File: src/rtl/fifo_pkg.sv
// Shared sizing helpers, default geometry and the status bundle for param_fifo.
// Used by both builds; PARAM_FIFO_FWFT_EN does not change anything here.
package fifo_pkg;

  localparam int DEF_WIDTH = 8;
  localparam int DEF_DEPTH = 10;

  // Count must represent 0..DEPTH inclusive, hence DEPTH+1 states.
  function automatic int cnt_w(input int depth);
    return $clog2(depth + 1);
  endfunction

  function automatic int ptr_w(input int depth);
    return (depth > 1) ? $clog2(depth) : 1;
  endfunction

  typedef struct packed {
    logic full;
    logic empty;
    logic almost_full;
    logic almost_empty;
    logic overflow;
    logic underflow;
  } status_t;

endpackage

File: src/rtl/param_fifo_if.sv
// Producer/consumer-facing bundle of param_fifo. Handshake: push/pop are requests
// sampled on the rising edge; acceptance is decided from the registered count only.
interface param_fifo_if #(
  parameter int WIDTH = 8,
  parameter int DEPTH = 10
);
  import fifo_pkg::*;

  localparam int CW = cnt_w(DEPTH);

  logic             flush;
  logic             push;
  logic [WIDTH-1:0] data_in;
  logic             pop;
  logic [WIDTH-1:0] data_out;
  logic             rd_valid;
  logic             full;
  logic             empty;
  logic             almost_full;
  logic             almost_empty;
  logic [CW-1:0]    count;
  logic             overflow;
  logic             underflow;

  modport master (
    output flush, push, data_in, pop,
    input  data_out, rd_valid, full, empty, almost_full, almost_empty,
           count, overflow, underflow
  );

  modport slave (
    input  flush, push, data_in, pop,
    output data_out, rd_valid, full, empty, almost_full, almost_empty,
           count, overflow, underflow
  );

endinterface

File: src/rtl/fifo_mem.sv
// Simple dual-port storage for param_fifo: registered read with read-before-write,
// or asynchronous read when PARAM_FIFO_FWFT_EN is defined.
module fifo_mem #(
  parameter int WIDTH = 8,
  parameter int DEPTH = 10,
  parameter int AW    = 4
) (
  input  logic             clk,
  input  logic             rst_n,
  input  logic             we,
  input  logic [AW-1:0]    waddr,
  input  logic [WIDTH-1:0] wdata,
  input  logic             re,
  input  logic [AW-1:0]    raddr,
  output logic [WIDTH-1:0] rdata
);

  logic [WIDTH-1:0] mem_q [DEPTH];

  always_ff @(posedge clk) begin
    if (we) mem_q[waddr] <= wdata;
  end

`ifdef PARAM_FIFO_FWFT_EN
  logic unused_ok;
  assign unused_ok = rst_n ^ re;
  assign rdata     = mem_q[raddr];
`else
  // Non-blocking read of mem_q returns the old word when raddr == waddr.
  logic [WIDTH-1:0] rdata_q;

  always_ff @(posedge clk or negedge rst_n) begin
    if (!rst_n)  rdata_q <= '0;
    else if (re) rdata_q <= mem_q[raddr];
  end

  assign rdata = rdata_q;
`endif

endmodule

File: src/rtl/param_fifo.sv
// Parametrised single-clock FIFO: pointers, occupancy count, threshold and sticky flags.
// Define PARAM_FIFO_FWFT_EN for first-word fall-through reads.
module param_fifo
  import fifo_pkg::*;
#(
  parameter int WIDTH    = DEF_WIDTH,
  parameter int DEPTH    = DEF_DEPTH,
  parameter int AF_LEVEL = DEPTH - 2,
  parameter int AE_LEVEL = 2
) (
  input  logic        clk,
  input  logic        reset,
  param_fifo_if.slave bus
);

  localparam int CW = cnt_w(DEPTH);
  localparam int AW = ptr_w(DEPTH);

  localparam logic [CW-1:0] CNT_FULL = CW'(DEPTH);
  localparam logic [CW-1:0] CNT_AF   = CW'(AF_LEVEL);
  localparam logic [CW-1:0] CNT_AE   = CW'(AE_LEVEL);
  localparam logic [AW-1:0] PTR_LAST = AW'(DEPTH - 1);

  logic [AW-1:0]    wr_ptr_q, wr_ptr_d;
  logic [AW-1:0]    rd_ptr_q, rd_ptr_d;
  logic [CW-1:0]    count_q, count_d;
  logic             ovf_q, ovf_d;
  logic             unf_q, unf_d;
  logic             pop_ok, push_ok, we, re;
  logic [WIDTH-1:0] rdata;
  status_t          st;

  // Depth need not be a power of two, so wrap on an explicit compare.
  function automatic logic [AW-1:0] ptr_inc(input logic [AW-1:0] p);
    return (p == PTR_LAST) ? '0 : p + AW'(1);
  endfunction

  // Flags come from registered state only; no path from push/pop.
  assign st = '{
    full:         (count_q == CNT_FULL),
    empty:        (count_q == '0),
    almost_full:  (count_q >= CNT_AF),
    almost_empty: (count_q <= CNT_AE),
    overflow:     ovf_q,
    underflow:    unf_q
  };

  always_comb begin
    pop_ok   = bus.pop & ~st.empty;
    push_ok  = bus.push & (~st.full | pop_ok);
    we       = push_ok & ~bus.flush;
    re       = pop_ok & ~bus.flush;
    wr_ptr_d = wr_ptr_q;
    rd_ptr_d = rd_ptr_q;
    count_d  = count_q;
    ovf_d    = ovf_q;
    unf_d    = unf_q;
    if (bus.flush) begin
      wr_ptr_d = '0;
      rd_ptr_d = '0;
      count_d  = '0;
      ovf_d    = 1'b0;
      unf_d    = 1'b0;
    end else begin
      if (we) wr_ptr_d = ptr_inc(wr_ptr_q);
      if (re) rd_ptr_d = ptr_inc(rd_ptr_q);
      case ({we, re})
        2'b10:   count_d = count_q + CW'(1);
        2'b01:   count_d = count_q - CW'(1);
        default: count_d = count_q;
      endcase
      ovf_d = ovf_q | (bus.push & ~push_ok);
      unf_d = unf_q | (bus.pop & ~pop_ok);
    end
  end

  always_ff @(posedge clk or negedge reset) begin
    if (!reset) begin
      wr_ptr_q <= '0;
      rd_ptr_q <= '0;
      count_q  <= '0;
      ovf_q    <= 1'b0;
      unf_q    <= 1'b0;
    end else begin
      wr_ptr_q <= wr_ptr_d;
      rd_ptr_q <= rd_ptr_d;
      count_q  <= count_d;
      ovf_q    <= ovf_d;
      unf_q    <= unf_d;
    end
  end

  fifo_mem #(
    .WIDTH (WIDTH),
    .DEPTH (DEPTH),
    .AW    (AW)
  ) u_mem (
    .clk   (clk),
    .rst_n (reset),
    .we    (we),
    .waddr (wr_ptr_q),
    .wdata (bus.data_in),
    .re    (re),
    .raddr (rd_ptr_q),
    .rdata (rdata)
  );

`ifdef PARAM_FIFO_FWFT_EN
  assign bus.data_out = st.empty ? '0 : rdata;
  assign bus.rd_valid = ~st.empty;
`else
  logic rd_valid_q;

  always_ff @(posedge clk or negedge reset) begin
    if (!reset) rd_valid_q <= 1'b0;
    else        rd_valid_q <= re;
  end

  assign bus.data_out = rdata;
  assign bus.rd_valid = rd_valid_q;
`endif

  assign bus.full         = st.full;
  assign bus.empty        = st.empty;
  assign bus.almost_full  = st.almost_full;
  assign bus.almost_empty = st.almost_empty;
  assign bus.count        = count_q;
  assign bus.overflow     = st.overflow;
  assign bus.underflow    = st.underflow;

endmodule

File: src/flat_wrapper.sv
// flat-port wrapper written by rule: the top's interface ports become plain ports
module param_fifo_flat import fifo_pkg::*;
#(
  parameter int WIDTH    = DEF_WIDTH,
  parameter int DEPTH    = DEF_DEPTH,
  parameter int AF_LEVEL = DEPTH - 2,
  parameter int AE_LEVEL = 2
)
  (clk, reset, bus_flush, bus_push, bus_data_in, bus_pop, bus_data_out, bus_rd_valid, bus_full, bus_empty, bus_almost_full, bus_almost_empty, bus_count, bus_overflow, bus_underflow);
  param_fifo_if #(.WIDTH(WIDTH), .DEPTH(DEPTH)) bus_i ();
  input  logic clk;
  input  logic reset;
  input wire logic [$bits(bus_i.flush)-1:0] bus_flush;
  input wire logic [$bits(bus_i.push)-1:0] bus_push;
  input wire logic [$bits(bus_i.data_in)-1:0] bus_data_in;
  input wire logic [$bits(bus_i.pop)-1:0] bus_pop;
  output wire logic [$bits(bus_i.data_out)-1:0] bus_data_out;
  output wire logic [$bits(bus_i.rd_valid)-1:0] bus_rd_valid;
  output wire logic [$bits(bus_i.full)-1:0] bus_full;
  output wire logic [$bits(bus_i.empty)-1:0] bus_empty;
  output wire logic [$bits(bus_i.almost_full)-1:0] bus_almost_full;
  output wire logic [$bits(bus_i.almost_empty)-1:0] bus_almost_empty;
  output wire logic [$bits(bus_i.count)-1:0] bus_count;
  output wire logic [$bits(bus_i.overflow)-1:0] bus_overflow;
  output wire logic [$bits(bus_i.underflow)-1:0] bus_underflow;
  assign bus_i.flush = bus_flush;
  assign bus_i.push = bus_push;
  assign bus_i.data_in = bus_data_in;
  assign bus_i.pop = bus_pop;
  assign bus_data_out = bus_i.data_out;
  assign bus_rd_valid = bus_i.rd_valid;
  assign bus_full = bus_i.full;
  assign bus_empty = bus_i.empty;
  assign bus_almost_full = bus_i.almost_full;
  assign bus_almost_empty = bus_i.almost_empty;
  assign bus_count = bus_i.count;
  assign bus_overflow = bus_i.overflow;
  assign bus_underflow = bus_i.underflow;
  param_fifo #(.WIDTH(WIDTH), .DEPTH(DEPTH), .AF_LEVEL(AF_LEVEL), .AE_LEVEL(AE_LEVEL)) u_core (.clk(clk), .reset(reset), .bus(bus_i));
endmodule
File: config.mk
export PLATFORM = sky130hd
export DESIGN_NAME = param_fifo_flat
export DESIGN_NICKNAME = d
export VERILOG_FILES = /design/src/rtl/fifo_pkg.sv /design/src/rtl/param_fifo_if.sv /design/src/rtl/fifo_mem.sv /design/src/rtl/param_fifo.sv /design/src/flat_wrapper.sv
export SDC_FILE = /design/constraint.sdc
export NUM_CORES = 1
export LEC_CHECK = 0
export ABC_AREA = 1
export BUFFER_PORTS_ARGS = -buffer_cell sky130_fd_sc_hd__buf_4
export CORE_MARGIN = 4
export CORE_UTILIZATION = 59
export CTS_CLUSTER_DIAMETER = 120
export DETAILED_ROUTE_END_ITERATION = 8
export PLACE_DENSITY_LB_ADDON = 0.2
export SLEW_MARGIN = 20
export SYNTH_ARGS = -nofsm -noshare
export SYNTH_HDL_FRONTEND = slang
export SYNTH_SLANG_ARGS = --single-unit
export TNS_END_PERCENT = 10
File: constraint.sdc
create_clock -name clk -period 2.4 [get_ports clk]
set_clock_uncertainty 0.1 [all_clocks]
set_input_delay 0.12 -clock clk [delete_from_list [all_inputs] [get_ports clk]]
set_output_delay 0.12 -clock clk [all_outputs]
set_load 0.02 [all_outputs]
==> impl_metrics.toml <==
[timing]
slew_violations = 0
setup_viol = 0
relSlewSlack = 0.668
period_needed_ns = 2.03
rsz0062_at_grt = "no"
fin_tns_setup_ns = 0
finalHoldViolations = 0
hold_slack_ns = 0.0810
tightest_slew_ns = 0.494
max_freq_ghz = 0.493
period_share = 0.846

[detailed_routing]
drt_iter0_markers = 219
final_antenna_net_count = 0
drtPass1Iterations = 4
drt_wl_total_microns = 9290
wl_per_cell_microns = 17.0
via_count = 3077
viasPerCell = 5.61
drcViolationCount = 0

[cts]
cts-root-buf = "clkbuf_8"
cts_hold_buf = 12
cts_setup_buffers = 0
clock_sinks = 103
cts_buffers = 9
postCtsResizedCells = 0
clockBufferDepth = 2
cts_tree = "done"
path_clk_slew_ns = 0.10
clk_latency_ns = 0.36
htreeDepth = 3

[critical_path]
timing_worst_setup_path_type = "reg2reg"
cpMostUsedCell = "nand2_1"
crit_chain = "nor2_2 -> nand2_4 -> nand3_4 -> nor2_4 -> ha_1 -> inv_1 -> nor2_1 -> a21oi_1 -> nand2_1 -> nand3_1 -> nand2_1"
reg2reg_slack_ns = 0.37
required_ns = 2.56
end_kind = "flip-flop"
critPathMaxStageDelay_ns = 0.49
r2r_start = "u_core.bus.count[3]"
critPathBufInv = 1
worstPathMaxFanout = 18
cp_top_family = "simple AND/OR/NAND/NOR gates"
cp_slowest_cell = "dfrtp_1"
r2r_cells = 11
cp-start-kind = "flip-flop"
arrival_ns = 2.19
worst_r2r_endpoint = "u_core.bus.count[3]"

[synthesis]
ys_seq_area_frac = 0.682
synth_top_area_frac = 0.550
synthesis.area_sq_um = 4370
yosys-top-cells-area = "edfxtp_1, dfrtp_1, nand2_1"
yosys_warnings = 0
syn_area_per_cell_sq_um = 11.2
synthCells = 390
netlist-cell-type-count = 30
syn_nets = 407
synth_seq_cells = 103
yosysTopAreaCell = "edfxtp_1"

[final_layout]
layout_common_cells = "edfxtp_1, nand2_1, nor2_1"
final_common_cell = "edfxtp_1"
drive_gt1_frac = 0.174
diodes = 0
fin_cells = 548
fin_util = 0.706
nets = 461
syn_to_final_growth_pct = 16.6
fill_cells = 507

[run_status]
status = "complete, no violations"

[power]
power_density_nw_per_um2 = 848
peakVddDrop_v = 0.000544
p_leak_nw = 2.07

[min_path]
hold_path.class = "in2async"

[grt]
grt_use_total = 0.229
grt_pass1_vias = 3054
grt_remaining_overflow = 0
antenna_found_initial = 0
grt_max_degree = 44
grt_pass1_wl_microns = 15200

[placement]
hpwl_microns = 6090
dp.cells = 520
io_buffers = 31
gp_congestion = 0.814

[floorplan]
chipHeight_microns = 94.0
core_area_sq_um = 7210
die_w_microns = 94.0
die_area_sq_um = 8840
row_count = 31
ios = 32
start_util = 0.605

[run]
drv_cap = 0
[logic make-up after synthesis]
| group | Yosys count | share of synthesized area |
|---|---|---|
| xor+xnor | 2 | 0.00401 |
| fa+ha+maj | 4 | 0.0115 |
| buf+inv | 40 | 0.0387 |
| flops | 103 | 0.682 |
| simple gates | 160 | 0.163 |
| compound gates | 81 | 0.101 |
[per-stage QoR]
| stage | instance area, sq um | setup slack [ns] | power, mW |
|---|---|---|---|
| 3_5_place_dp | 4760 | 0.371 | 3.21 |
| 3_3_place_gp | 4760 | 0.463 | 3.19 |
| 5_1_grt | 5090 | 0.218 | 4.57 |
| 2_1_floorplan | 4370 | 0.355 | 2.84 |
| 4_1_cts | 5090 | 0.353 | 4.34 |
| 6_report | 5090 | 0.370 | 4.32 |
[worst max path at each step]
stage / endpoint / startpoint / depth (start not counted) / slack, ns
CTS: u_core.bus.count[3] / u_core.bus.count[3] / 11 / 0.35
finish: u_core.bus.count[3] / u_core.bus.count[3] / 11 / 0.37
global route: u_core.bus.count[3] / u_core.bus.count[0] / 11 / 0.22
floorplan: u_core.u_mem.mem_q[2][0] / u_core.bus.count[0] / 8 / 0.35
global placement: u_core.bus.count[3] / u_core.bus.count[0] / 12 / 0.46
detailed placement: u_core.bus.count[3] / u_core.bus.count[3] / 11 / 0.37
[registers in the layout, summed over array words and instances, names as in the netlist]
signal	count
u_core.bus.count	4
u_core.bus.overflow	1
u_core.bus.rd_valid	1
u_core.bus.underflow	1
u_core.rd_ptr_q	4
u_core.u_mem.mem_q	80
u_core.u_mem.rdata	8
u_core.wr_ptr_q	4
[layer usage]
layer  share of wire  vias up  GRT usage  routed length (microns)
li1                -     1466          -                        -
met1            0.44     1512      0.306                     4080
met2            0.50       86      0.377                     4680
met3           0.043       13     0.0497                      401
met4           0.015        0     0.0710                      136
met5               0        -          0                        0
[cell type report]
type	count	area [sq um]	share of cell area
Inverter	25	93.8	0.0184
Multi-Input combinational cell	247	1220	0.240
Sequential cell	103	2980	0.585
Clock inverter	4	53.8	0.0106
Timing Repair Buffer	58	465	0.0914
Clock buffer	12	156	0.0307
Tap cell	99	124	0.0243
[Yosys cell counts, drive strengths merged]
cell	count
nand2	83
buf	12
o21a	1
o21ai	39
o22ai	18
clkbuf	3
inv	23
o211ai	2
nor2	52
dfrtp	23
ha	4
clkinv	2
a21oi	20
nand3	22
o2bb2ai	1
edfxtp	80
nand4	3
xor2	2
[power by group]
| part | internal (mW) | total [mW] | switching [mW] |
|---|---|---|---|
| registers | 2.03 | 2.10 | 0.0735 |
| logic | 0.386 | 1.09 | 0.706 |
| clock network | 0.548 | 1.13 | 0.577 |
| total | 2.96 | 4.32 | 1.36 |
Note: power is estimated with default switching activity, not from simulation.
